==> config.mk <==
export PLATFORM = sky130hd
export DESIGN_NAME = ym3438_pg_ctrl
export DESIGN_NICKNAME = d
export VERILOG_FILES = /design/src/rtl/ym3438_pkg.sv /design/src/rtl/ym3438_pg_ctrl_presc.sv /design/src/rtl/ym3438_pg_ctrl.sv
export SDC_FILE = /design/constraint.sdc
export NUM_CORES = 1
export LEC_CHECK = 0
export CORE_MARGIN = 4
export CORE_UTILIZATION = 47
export CTS_BUF_LIST = sky130_fd_sc_hd__clkbuf_2
export DETAILED_ROUTE_END_ITERATION = 10
export GPL_ROUTABILITY_DRIVEN = 0
export HOLD_SLACK_MARGIN = 0.06
export PLACE_DENSITY = 0.74
export SLEW_MARGIN = 10
export SYNTH_ARGS = -nofsm -noshare
export SYNTH_HDL_FRONTEND = slang
export SYNTH_SLANG_ARGS = --single-unit
==> constraint.sdc <==
create_clock -name MCLK -period 5.93 [get_ports MCLK]
set_input_delay 1.186 -clock MCLK [delete_from_list [all_inputs] [get_ports MCLK]]
set_output_delay 1.186 -clock MCLK [all_outputs]
set_load 0.005 [all_outputs]
==> src/rtl/ym3438_pkg.sv <==
// ym3438_pkg: shared definitions for the phase-generator control slice.
// Holds the sequencing constants, operand field widths, register address
// constants, the slot-to-operator table and small decode helpers used by
// ym3438_pg_ctrl and ym3438_pg_ctrl_presc.
package ym3438_pkg;

    localparam int SLOTS   = 24;
    localparam int PRESC   = 6;
    localparam int FNUM_W  = 11;
    localparam int BLOCK_W = 3;
    localparam int MULTI_W = 4;
    localparam int DT_W    = 3;

    localparam logic [7:0] REG_TEST    = 8'h21;
    localparam logic [7:0] REG_MODE    = 8'h27;
    localparam logic [7:0] REG_KEY     = 8'h28;
    localparam logic [7:0] REG_DTML    = 8'h30;
    localparam logic [7:0] REG_FNUM    = 8'hA0;
    localparam logic [7:0] REG_FLATCH  = 8'hA4;
    localparam logic [7:0] REG_SPNUM   = 8'hA8;
    localparam logic [7:0] REG_SPLATCH = 8'hAC;

    // Operator index doubles as the key-on bit position (data bit 4 + op).
    typedef enum logic [1:0] {
        OP1 = 2'd0,
        OP2 = 2'd1,
        OP3 = 2'd2,
        OP4 = 2'd3
    } op_e;

    typedef enum logic {
        WR_IDLE = 1'b0,
        WR_PEND = 1'b1
    } wr_state_e;

    typedef enum logic [2:0] {
        RK_NONE  = 3'd0,
        RK_TEST  = 3'd1,
        RK_MODE  = 3'd2,
        RK_KEY   = 3'd3,
        RK_DTML  = 3'd4,
        RK_FNUM  = 3'd5,
        RK_LATCH = 3'd6,
        RK_SPNUM = 3'd7
    } reg_kind_e;

    // Slot groups run OP1, OP3, OP2, OP4; the dt/multi reg[3:2] field uses
    // the same group order, so those registers are stored by group.
    function automatic op_e grp_op(input logic [1:0] grp);
        op_e op;
        case (grp)
            2'd0:    op = OP1;
            2'd1:    op = OP3;
            2'd2:    op = OP2;
            default: op = OP4;
        endcase
        return op;
    endfunction

    function automatic logic [1:0] slot_grp(input logic [4:0] s);
        logic [1:0] g;
        if (s < 5'd6) g = 2'd0;
        else if (s < 5'd12) g = 2'd1;
        else if (s < 5'd18) g = 2'd2;
        else g = 2'd3;
        return g;
    endfunction

    function automatic logic [2:0] slot_ch(input logic [4:0] s);
        logic [4:0] off;
        logic [4:0] diff;
        case (slot_grp(s))
            2'd0:    off = 5'd0;
            2'd1:    off = 5'd6;
            2'd2:    off = 5'd12;
            default: off = 5'd18;
        endcase
        diff = s - off;
        return diff[2:0];
    endfunction

    // Special-register index: A8 (0) feeds OP3, A9 (1) OP1, AA (2) OP2.
    function automatic logic [1:0] sp_index(input logic [1:0] grp);
        logic [1:0] idx;
        case (grp)
            2'd0:    idx = 2'd1;
            2'd1:    idx = 2'd0;
            2'd2:    idx = 2'd2;
            default: idx = 2'd0;
        endcase
        return idx;
    endfunction

    // Channel field 3 is never a channel, so it is filtered before the
    // per-channel register ranges are matched.
    function automatic reg_kind_e decode_reg(input logic [8:0] addr);
        reg_kind_e k;
        if (addr == {1'b0, REG_TEST}) k = RK_TEST;
        else if (addr == {1'b0, REG_MODE}) k = RK_MODE;
        else if (addr == {1'b0, REG_KEY}) k = RK_KEY;
        else if (addr[1:0] == 2'd3) k = RK_NONE;
        else if (addr[7:4] == REG_DTML[7:4]) k = RK_DTML;
        else if (addr[7:2] == REG_FNUM[7:2]) k = RK_FNUM;
        else if (addr[7:2] == REG_FLATCH[7:2]) k = RK_LATCH;
        else if (addr[7:2] == REG_SPLATCH[7:2]) k = RK_LATCH;
        else if ((addr[8] == 1'b0) && (addr[7:2] == REG_SPNUM[7:2])) k = RK_SPNUM;
        else k = RK_NONE;
        return k;
    endfunction

endpackage

==> src/rtl/ym3438_pg_ctrl_presc.sv <==
// ym3438_pg_ctrl_presc: MCLK prescaler and operator slot counter.
// Ports:
//   MCLK     - clock
//   IC       - synchronous active-low reset
//   c1, c2   - registered two-phase enables (presc 0-1 and 3-4)
//   slot     - registered slot index 0-23
//   bnd      - high when the coming MCLK edge is a slot boundary
//   slot_nxt - slot index that the coming boundary will present
module ym3438_pg_ctrl_presc
    import ym3438_pkg::*;
(
    input  logic       MCLK,
    input  logic       IC,
    output logic       c1,
    output logic       c2,
    output logic [4:0] slot,
    output logic       bnd,
    output logic [4:0] slot_nxt
);

    localparam logic [2:0] PRESC_LAST = 3'(PRESC - 1);
    localparam logic [4:0] SLOT_LAST  = 5'(SLOTS - 1);

    logic [2:0] presc_r;
    logic [4:0] slot_r;
    logic       run_r;
    logic       c1_r;
    logic       c2_r;
    logic [2:0] presc_nxt_s;
    logic [4:0] slot_nxt_s;
    logic       bnd_s;

    // Next prescaler/slot state; the first edge after reset release counts
    // as a boundary so slot 0 gets presented with presc starting at 0.
    always_comb begin
        bnd_s       = 1'b0;
        presc_nxt_s = presc_r;
        slot_nxt_s  = slot_r;
        if (!run_r) begin
            bnd_s       = 1'b1;
            presc_nxt_s = 3'd0;
            slot_nxt_s  = 5'd0;
        end else if (presc_r == PRESC_LAST) begin
            bnd_s       = 1'b1;
            presc_nxt_s = 3'd0;
            slot_nxt_s  = (slot_r == SLOT_LAST) ? 5'd0 : slot_r + 5'd1;
        end else begin
            presc_nxt_s = presc_r + 3'd1;
        end
    end

    // Prescaler, slot counter and phase enables, registered from next state.
    always_ff @(posedge MCLK) begin
        if (!IC) begin
            presc_r <= 3'd0;
            slot_r  <= 5'd0;
            run_r   <= 1'b0;
            c1_r    <= 1'b0;
            c2_r    <= 1'b0;
        end else begin
            presc_r <= presc_nxt_s;
            slot_r  <= slot_nxt_s;
            run_r   <= 1'b1;
            c1_r    <= (presc_nxt_s == 3'd0) || (presc_nxt_s == 3'd1);
            c2_r    <= (presc_nxt_s == 3'd3) || (presc_nxt_s == 3'd4);
        end
    end

    assign c1       = c1_r;
    assign c2       = c2_r;
    assign slot     = slot_r;
    assign bnd      = bnd_s;
    assign slot_nxt = slot_nxt_s;

endmodule

==> src/rtl/ym3438_pg_ctrl.sv <==
// ym3438_pg_ctrl: sequencer and register front-end for the phase generator.
// Ports:
//   MCLK, IC           - clock and synchronous active-low reset
//   wr_valid/wr_ready  - one-outstanding register write handshake
//   wr_addr, wr_data   - bank+register number and write data
//   c1, c2, slot       - phase enables and current slot
//   fnum, block, multi, dt - current slot's operands, held for the slot
//   pg_reset           - low for one presentation after a key-on edge
//   reg_21             - test register
module ym3438_pg_ctrl
    import ym3438_pkg::*;
(
    input  logic               MCLK,
    input  logic               IC,
    input  logic               wr_valid,
    output logic               wr_ready,
    input  logic [8:0]         wr_addr,
    input  logic [7:0]         wr_data,
    output logic               c1,
    output logic               c2,
    output logic [4:0]         slot,
    output logic [FNUM_W-1:0]  fnum,
    output logic [BLOCK_W-1:0] block,
    output logic [MULTI_W-1:0] multi,
    output logic [DT_W-1:0]    dt,
    output logic               pg_reset,
    output logic [7:0]         reg_21
);

    logic       bnd_s;
    logic [4:0] slot_nxt_s;

    ym3438_pg_ctrl_presc u_presc (
        .MCLK     (MCLK),
        .IC       (IC),
        .c1       (c1),
        .c2       (c2),
        .slot     (slot),
        .bnd      (bnd_s),
        .slot_nxt (slot_nxt_s)
    );

    wr_state_e          wr_state_r;
    logic               wr_ready_r;
    logic [8:0]         wr_addr_r;
    logic [7:0]         wr_data_r;
    logic [7:0]         reg_21_r;
    logic               mode_r;
    logic [5:0]         latch_r;
    logic [FNUM_W-1:0]  fnum_ch_r  [6];
    logic [BLOCK_W-1:0] block_ch_r [6];
    logic [FNUM_W-1:0]  fnum_sp_r  [3];
    logic [BLOCK_W-1:0] block_sp_r [3];
    logic [MULTI_W-1:0] multi_r    [6][4];
    logic [DT_W-1:0]    dt_r       [6][4];
    logic [3:0]         key_r      [6];
    logic [SLOTS-1:0]   prev_key_r;

    logic [FNUM_W-1:0]  fnum_r;
    logic [BLOCK_W-1:0] block_r;
    logic [MULTI_W-1:0] multi_r_o;
    logic [DT_W-1:0]    dt_r_o;
    logic               pg_reset_r;

    reg_kind_e          wr_kind_s;
    logic [2:0]         wr_ch_s;
    logic               key_ok_s;
    logic [2:0]         key_ch_s;

    // Decode of the captured write: bank 1 maps channel fields onto ch 3-5.
    always_comb begin
        wr_kind_s = decode_reg(wr_addr_r);
        wr_ch_s   = wr_addr_r[8] ? (3'd3 + {1'b0, wr_addr_r[1:0]}) : {1'b0, wr_addr_r[1:0]};
        key_ok_s  = (wr_data_r[1:0] != 2'd3);
        key_ch_s  = wr_data_r[2] ? (3'd3 + {1'b0, wr_data_r[1:0]}) : {1'b0, wr_data_r[1:0]};
    end

    // Write handshake FSM and register file; a captured write lands at the
    // next slot boundary and ready returns on the cycle after it.
    always_ff @(posedge MCLK) begin
        if (!IC) begin
            wr_state_r <= WR_IDLE;
            wr_ready_r <= 1'b0;
            wr_addr_r  <= 9'd0;
            wr_data_r  <= 8'd0;
            reg_21_r   <= 8'd0;
            mode_r     <= 1'b0;
            latch_r    <= 6'd0;
            for (int i = 0; i < 6; i++) begin
                fnum_ch_r[i]  <= 11'd0;
                block_ch_r[i] <= 3'd0;
                key_r[i]      <= 4'd0;
                for (int j = 0; j < 4; j++) begin
                    multi_r[i][j] <= 4'd0;
                    dt_r[i][j]    <= 3'd0;
                end
            end
            for (int i = 0; i < 3; i++) begin
                fnum_sp_r[i]  <= 11'd0;
                block_sp_r[i] <= 3'd0;
            end
        end else begin
            case (wr_state_r)
                WR_IDLE: begin
                    if (wr_valid && wr_ready_r) begin
                        wr_addr_r  <= wr_addr;
                        wr_data_r  <= wr_data;
                        wr_state_r <= WR_PEND;
                        wr_ready_r <= 1'b0;
                    end else begin
                        wr_ready_r <= 1'b1;
                    end
                end
                WR_PEND: begin
                    if (bnd_s) begin
                        wr_state_r <= WR_IDLE;
                        wr_ready_r <= 1'b1;
                        case (wr_kind_s)
                            RK_TEST:  reg_21_r <= wr_data_r;
                            RK_MODE:  mode_r   <= |wr_data_r[7:6];
                            RK_KEY: begin
                                if (key_ok_s) key_r[key_ch_s] <= wr_data_r[7:4];
                            end
                            RK_DTML: begin
                                dt_r[wr_ch_s][wr_addr_r[3:2]]    <= wr_data_r[6:4];
                                multi_r[wr_ch_s][wr_addr_r[3:2]] <= wr_data_r[3:0];
                            end
                            RK_FNUM: begin
                                fnum_ch_r[wr_ch_s]  <= {latch_r[2:0], wr_data_r};
                                block_ch_r[wr_ch_s] <= latch_r[5:3];
                            end
                            RK_LATCH: latch_r <= wr_data_r[5:0];
                            RK_SPNUM: begin
                                fnum_sp_r[wr_addr_r[1:0]]  <= {latch_r[2:0], wr_data_r};
                                block_sp_r[wr_addr_r[1:0]] <= latch_r[5:3];
                            end
                            default: wr_state_r <= WR_IDLE;
                        endcase
                    end else begin
                        wr_ready_r <= 1'b0;
                    end
                end
                default: begin
                    wr_state_r <= WR_IDLE;
                    wr_ready_r <= 1'b0;
                end
            endcase
        end
    end

    logic [2:0]         op_ch_s;
    logic [1:0]         op_grp_s;
    logic [1:0]         op_idx_s;
    logic [1:0]         sp_idx_s;
    logic               op_key_s;
    logic [FNUM_W-1:0]  fnum_sel_s;
    logic [BLOCK_W-1:0] block_sel_s;

    // Operand select for the slot about to be presented; ch 2 OP1-OP3 use
    // the special registers while special mode is on, OP4 never does.
    always_comb begin
        op_ch_s  = slot_ch(slot_nxt_s);
        op_grp_s = slot_grp(slot_nxt_s);
        op_idx_s = grp_op(op_grp_s);
        sp_idx_s = sp_index(op_grp_s);
        op_key_s = key_r[op_ch_s][op_idx_s];
        if (mode_r && (op_ch_s == 3'd2) && (op_grp_s != 2'd3)) begin
            fnum_sel_s  = fnum_sp_r[sp_idx_s];
            block_sel_s = block_sp_r[sp_idx_s];
        end else begin
            fnum_sel_s  = fnum_ch_r[op_ch_s];
            block_sel_s = block_ch_r[op_ch_s];
        end
    end

    // Operand registers and key-edge detection, updated only at boundaries.
    // Register writes landing on the same edge are not yet visible here.
    always_ff @(posedge MCLK) begin
        if (!IC) begin
            fnum_r     <= 11'd0;
            block_r    <= 3'd0;
            multi_r_o  <= 4'd0;
            dt_r_o     <= 3'd0;
            pg_reset_r <= 1'b0;
            prev_key_r <= 24'd0;
        end else if (bnd_s) begin
            fnum_r                 <= fnum_sel_s;
            block_r                <= block_sel_s;
            multi_r_o              <= multi_r[op_ch_s][op_grp_s];
            dt_r_o                 <= dt_r[op_ch_s][op_grp_s];
            pg_reset_r             <= !(op_key_s && !prev_key_r[slot_nxt_s]);
            prev_key_r[slot_nxt_s] <= op_key_s;
        end
    end

    assign wr_ready = wr_ready_r;
    assign fnum     = fnum_r;
    assign block    = block_r;
    assign multi    = multi_r_o;
    assign dt       = dt_r_o;
    assign pg_reset = pg_reset_r;
    assign reg_21   = reg_21_r;

endmodule

# After elaboration in Yosys (flattened, before gate mapping)

Memory sizes are Yosys's and may differ from the RTL's.
Index checks and enable logic that the tools add are counted.

Bits in registers: 91
Bits in writable memories: 318
Bits of input ports: 20
Output and inout bits: 38
Word-level logic and storage cells: 188
Memories kept: 7

Memories:

| memory          | words | bits a word | rd ports | clocked after memory_dff | wr ports | line                 | source |
|---|---|---|---|---|---|---|---|
| multi_r         | 6     | 16          | 1        | 0                        | 6        | ym3438_pg_ctrl.sv:54 | `logic [MULTI_W-1:0] multi_r [6][4];` |
| dt_r            | 6     | 12          | 1        | 0                        | 6        | ym3438_pg_ctrl.sv:55 | `logic [DT_W-1:0] dt_r [6][4];` |
| fnum_ch_r       | 6     | 11          | 1        | 0                        | 6        | ym3438_pg_ctrl.sv:50 | `logic [FNUM_W-1:0] fnum_ch_r [6];` |
| fnum_sp_r       | 3     | 11          | 1        | 0                        | 3        | ym3438_pg_ctrl.sv:52 | `logic [FNUM_W-1:0] fnum_sp_r [3];` |
| key_r           | 6     | 4           | 1        | 0                        | 6        | ym3438_pg_ctrl.sv:56 | `logic [3:0] key_r [6];` |
| block_ch_r      | 6     | 3           | 1        | 0                        | 6        | ym3438_pg_ctrl.sv:51 | `logic [BLOCK_W-1:0] block_ch_r [6];` |
| 1 more memories | n/a   | n/a         | n/a      | n/a                      | n/a      | n/a                  |  |

Add/sub/neg operators: 5
Magnitude comparators: 9
Equality and inequality tests: 26
Multiplexer cells: 94
Bitwise operators: 4
Reduce and logical (&&, ||, !) cells: 25

Operators with widths:

| cell                  | count |
|---|---|
| $mux W3               | 24 |
| $mux W16              | 3 |
| $mux W1               | 37 |
| $mux W12              | 3 |
| $mux W11              | 3 |
| $eq A9 B6 Y1 const B  | 3 |
| $bwmux W24            | 1 |
| $eq A6 B6 Y1 const B  | 4 |
| $reduce_or A11 Y1     | 2 |
| $eq A3 B3 Y1 const B  | 6 |
| $mux W4               | 4 |
| $reduce_or A16 Y1     | 1 |
| $mux W5               | 3 |
| $eq A3 B2 Y1 const B  | 4 |
| $reduce_or A12 Y1     | 1 |
| $pmux W3 S3           | 1 |
| $reduce_and A3 Y1     | 3 |
| $bmux W4 S2           | 1 |
| $demux W4 S2          | 1 |
| $mux W2               | 4 |
| $logic_and A1 B1 Y1   | 7 |
| $add A2 B2 Y3 const A | 2 |
| $bmux W3 S2           | 1 |
| $demux W3 S2          | 1 |
| 33 further kinds      | 43 |

# Logic depth before layout (Yosys ltp)

Depth in word-level cells: 19
Depth in mapped cells: 21
Gate-level depth less buffers: 15

# Hierarchy

Synthesis repeated with hierarchy kept, for this count alone.

Cell total of the unflattened synthesis: 1638
Area, all modules: 23273.6 um^2

Modules (own cells, without submodules):

| module               | instances | cells each | area an instance (um^2) | sequential area each (um^2) |
|---|---|---|---|---|
| ym3438_pg_ctrl       | 1         | 1583       | 22750.6                 | 14333.7 |
| ym3438_pg_ctrl_presc | 1         | 55         | 523.0                   | 220.2 |

# Worst setup path after synthesis

Ideal clock, no wire load.

Path kind: register to register
Start: reg u_presc.slot_r[0] (netlist: u_presc.slot[0])
End: reg block_r[2] (netlist: block[2])
Library setup time: 0.124 ns
Arrival time: 4.142 ns
Required time: 5.806 ns
Setup slack: 1.664 ns
Cell stages (with the launch flop): 19
Buffers on the path: 7
Clock period less this slack: 4.266 ns
Cells stage by stage: dfxtp_1 > ha_1 > and4b_1 > buf_4 > xnor2_1 > nand2b_1 > buf_6 > mux2i_1 > nor2_2 > clkbuf_1 > inv_1 > ha_1 > clkbuf_1 > clkbuf_1 > clkbuf_1 > clkbuf_1 > mux4_2 > a221oi_1 > a21oi_1

Cells in the longest elaborated chain, start to end: 15
Elaborated cells on any way between the ends: 24
Those cells by class: add/sub (2); order compare (3); eq/ne (5); mux (9); reduce/logical (3); memory (2)

Ends and longest elaborated chain:

| what                                                  | line                       | source |
|---|---|---|
| start: declaration                                    | ym3438_pg_ctrl_presc.sv:25 | `logic [4:0] slot_r;` |
| start signal: assignment                              | ym3438_pg_ctrl_presc.sv:62 | `slot_r <= slot_nxt_s;` |
| $add A5 B1 Y5 or $eq A5 B5 Y1 (tied branches)         | ym3438_pg_ctrl_presc.sv:46 | `slot_nxt_s = (slot_r == SLOT_LAST) ? 5'd0 : slot_r + 5'd1;` |
| $mux W5                                               | ym3438_pg_ctrl_presc.sv:46 |  |
| $mux W5 *                                             | ym3438_pg_ctrl_presc.sv:43 | `end else if (presc_r == PRESC_LAST) begin` |
| $mux W5 *                                             | ym3438_pg_ctrl_presc.sv:39 | `if (!run_r) begin` |
| branches (longest 10 deep; another with $lt A5 B5 Y1) | n/a                        |  |
| $mux W3 *                                             | ym3438_pg_ctrl.sv:167      | `if (mode_r && (op_ch_s == 3'd2) && (op_grp_s != 2'd3)) begin` |
| end signal: assignment                                | ym3438_pg_ctrl.sv:188      | `block_r <= block_sel_s;` |
| end: declaration                                      | ym3438_pg_ctrl.sv:60       | `logic [BLOCK_W-1:0] block_r;` |

Every way passes the cells marked *.
A chain may end at the register's enable or synchronous reset.

# Worst setup path after layout

Start: reg u_presc.slot_r[0] (netlist: u_presc.slot[0])
End: reg pg_reset_r (netlist: pg_reset)

Cells in the longest elaborated chain, start to end: 16
Elaborated cells on any way between the ends: 25
Those cells by class: add/sub (2); order compare (3); eq/ne (3); mux (12); reduce/logical (4); memory (1)

Ends and longest elaborated chain:

| what                                          | line                               | source |
|---|---|---|
| $add A5 B1 Y5 or $eq A5 B5 Y1 (tied branches) | ym3438_pg_ctrl_presc.sv:46         |  |
| $mux W5                                       | ym3438_pg_ctrl_presc.sv:46         |  |
| $mux W5 *                                     | ym3438_pg_ctrl_presc.sv:43         |  |
| $mux W5 *                                     | ym3438_pg_ctrl_presc.sv:39         |  |
| $lt A5 B5 Y1                                  | ym3438_pkg.sv:64                   | `else if (s < 5'd18) g = 2'd2;` |
| $mux W1                                       | ym3438_pkg.sv:64                   |  |
| $mux W2                                       | ym3438_pkg.sv:63                   | `else if (s < 5'd12) g = 2'd1;` |
| $mux W2                                       | ym3438_pkg.sv:62                   | `if (s < 5'd6) g = 2'd0;` |
| $eq A2 B2 Y1, or another cell as far along    | ym3438_pkg.sv:51, ym3438_pkg.sv:72 |  |
| $pmux W3 S3                                   | ym3438_pkg.sv:72                   | `case (slot_grp(s))` |
| $sub A3 B3 Y3                                 | ym3438_pkg.sv:78                   | `diff = s - off;` |
| $mem_v2 Z6 W4                                 | n/a                                |  |
| $bmux W1 S2                                   | ym3438_pg_ctrl.sv:166              | `op_key_s = key_r[op_ch_s][op_idx_s];` |
| $mux W1 (implied by the code)                 | ym3438_pg_ctrl.sv:166              |  |
| $logic_and A1 B1 Y1 *                         | ym3438_pg_ctrl.sv:191              | `pg_reset_r <= !(op_key_s && !prev_key_r[slot_nxt_s]);` |
| $logic_not A1 Y1 *                            | ym3438_pg_ctrl.sv:191              |  |
| end signal: assignment                        | ym3438_pg_ctrl.sv:191              |  |
| end: declaration                              | ym3438_pg_ctrl.sv:63               | `logic pg_reset_r;` |

Every way passes the cells marked *; elsewhere a longest branch is shown, timed or not. The select of a mux whose other input is x is not followed.

==> impl_metrics.tcl <==
set metrics [dict create \
    num_vias 19500 \
    relSlewSlack_pct 26.3 \
    htreeDepth 4 \
    io_pins 58 \
    ir_worst_vdd_v 0.000126 \
    end_kind "flop" \
    status "completed" \
    max_freq_ghz 0.190 \
    grt_start_max_net_pins 114 \
    grt_pass1_vias 19000 \
    p_per_area_nw_per_um2 255 \
    cts_made_buffers 131 \
    cts_tree "done" \
    track_usage_pct 23.9 \
    critPathLaunchType "flop" \
    die_h_um 237 \
    tightest_slew_ns 1.09 \
    dp_hpwl_mm 42.0 \
    ys_top_cells_by_area "edfxtp_1 52%, dfxtp_1 7.4%, a21oi_1 5.5%" \
    async_flop_share_pct 0 \
    multi_input_area_um2 9220 \
    port_buffers 57 \
    p_leak_nw 9.88 \
    netlist_instances 2268 \
    drt-total-wl_mm 68.8 \
    final_antenna_net_count 0 \
    grt_pass1_wl_mm 106 \
    syn_to_final_growth_pct 9.45 \
    hold_buffers 0 \
    dr.first_iter.drc_count 2243 \
    clk_latency_ns 1.27 \
    initial_core_util_pct 47.7 \
    synth_seq_cells 515 \
    cts_sinks 515 \
    ys_dominant_reg_cell "edfxtp_1" \
    period_share_pct 88.6 \
    core_um2 51600 \
    worstPathArrival_ns 6.42 \
    synthTopCellsByCount "424 x edfxtp_1, 271 x a21oi_1, 183 x o21ai_0" \
    cts_max_path_buffers 3 \
    finalHoldViolations 0 \
    drt-pass1-iter-count 6 \
    die_w_um 237 \
    synth_edf_count 424 \
    yosysSeqAreaShare_pct 59.1 \
    synth_top_area_share_pct 51.7 \
    synth_area_leader_cell "edfxtp_1" \
    finalSetupViolations 0 \
    rsz0062_at_grt "false" \
    worstSetupPathType "flop to flop" \
    cp_max_fo 67 \
    fin_tns_setup_ns 0 \
    finalPower_w 0.00687 \
    post-cts-setup-buffer-count 0 \
    overflow 0 \
    nets 2348 \
    std_cell_rows 83 \
    drc 0 \
    syn-cell-area_um2 24600 \
    ctsResizeCount 0 \
    yosys_warnings 0 \
    synth.distinct_cells 79 \
    worst_ep_required_time_ns 7.10 \
    dieArea_um2 56100 \
    drive_gt1_share_pct 14.3 \
    grt_antenna_before_repair 2 \
    yosysMostFrequentCell "edfxtp_1" \
    wl_per_cell_um 22.2 \
    postSynthAreaPerCell_um2 10.9 \
    drv_cap 0 \
    worst_slack_ns 0.677 \
    finalCriticalPeriod_ns 5.25 \
    dp_slack_ns 0.714 \
    clock_skew_ns 0.0614 \
    drt-vias-per-instance 6.29 \
    hp-class "flop to flop" \
    slew_viol_final 0 \
    seq_area_um2 14600 \
    n_fill_cell 4364 \
    path_clk_slew_ns 0.09 \
    clockRootBuffer "clkbuf_2" \
]
## area by class of cell
class,instances,area share (%)
clock buffer,194,3.60
antenna,2,0.0186
tap,680,3.16
inverter,39,0.543
multi-input combinational,1523,34.2
sequential,515,54.0
clock inverter,39,0.896
timing repair buffer,107,3.54
## through the flow
step                      cell area [um2]  hold slack [ns]  instances  utilization [%]
after detailed placement            25700            0.447       2864             49.8
after global placement              25700            0.442       2864             49.8
after floorplan                     24700            0.431       2281                -
after global routing                26900            0.406       3098             52.2
after CTS                           26900            0.396       3097             52.2
final                               26900            0.460       3099             52.2
## critical path: stages (launching register included)
cell and delay [ns]:
dfxtp_4 0.35, buf_4 0.62, nand3_1 0.27, o21a_1 0.29, or4_4 0.51, a21oi_2 0.21
nor2_2 0.05, buf_4 0.22, ha_1 0.31, xor2_1 0.58, xor2_4 0.16, buf_4 0.32
nand3_1 0.13, o21ai_0 0.11, a211oi_2 0.76, o41a_1 0.28
## logic make-up after synthesis
kind of cell	after synthesis	synth area share, %
flip-flops	515	59.1
AO/OA/AOI/OAI	682	15.8
other	1	0.0152
adder cells (fa/ha/maj)	11	0.559
AND/OR/NAND/NOR	746	15.3
multiplexers	64	5.01
XOR/XNOR	6	0.275
buffers and inverters	243	3.97
## power by group
| part | switching, W | leakage [nW] | internal, W |
|---|---|---|---|
| clock | 0.00144 | 0.932 | 0.00101 |
| sequential | 0.0000583 | 5.05 | 0.00399 |
| combinational | 0.000250 | 3.89 | 0.000122 |
| total | 0.00175 | 9.88 | 0.00512 |
## state kept, by name, indices dropped and copies added (netlist names), 4 cells and up
signal	cells
key_r	32
dt_r	96
reg_21	8
multi_r	128
block_sp_r	12
wr_data_r	8
u_presc.slot	5
fnum_sp_r	44
prev_key_r	24
fnum	11
wr_addr_r	9
fnum_ch_r	88
multi	4
block_ch_r	24
latch_r	6
## metal layers
metal / GRT usage, % / vias to the layer above / part of all wire [%]
met5: 0 / - / 0
met4: 10.6 / 0 / 3.8
met3: 6.71 / 176 / 10
met2: 37.9 / 1169 / 47
met1: 30.9 / 9461 / 39
li1: - / 8687 / -
## cells in the final DEF (no fill, tap or decap), types with 11 or more instances in the layout
cell	count
edfxtp_1	424
a21oi_1	271
clkbuf_2	194
nor2_1	180
o21ai_0	179
nand2_1	155
o22ai_1	119
and3_1	101
nand3_1	93
dfxtp_1	90
and2_1	85
clkdlybuf4s50_1	56
nor3_1	52
buf_4	49
mux4_2	47
inv_1	33
o211ai_1	25
clkinv_1	24
a211oi_1	17
a221oi_1	16
mux2i_1	14
conb_1	14
nand2b_1	11
or3_1	11
## final timing paths
check	from	endpoint	cells past startpoint	slack, ns
worst max register to register	u_presc.slot[0]	pg_reset	15	0.68
worst min register to register	wr_addr_r[6]	wr_addr_r[6]	2	0.46
worst max-delay path	u_presc.slot[0]	pg_reset	15	0.68
worst min-delay path	wr_addr_r[6]	wr_addr_r[6]	2	0.46
(Power assumes the default switching activity.)
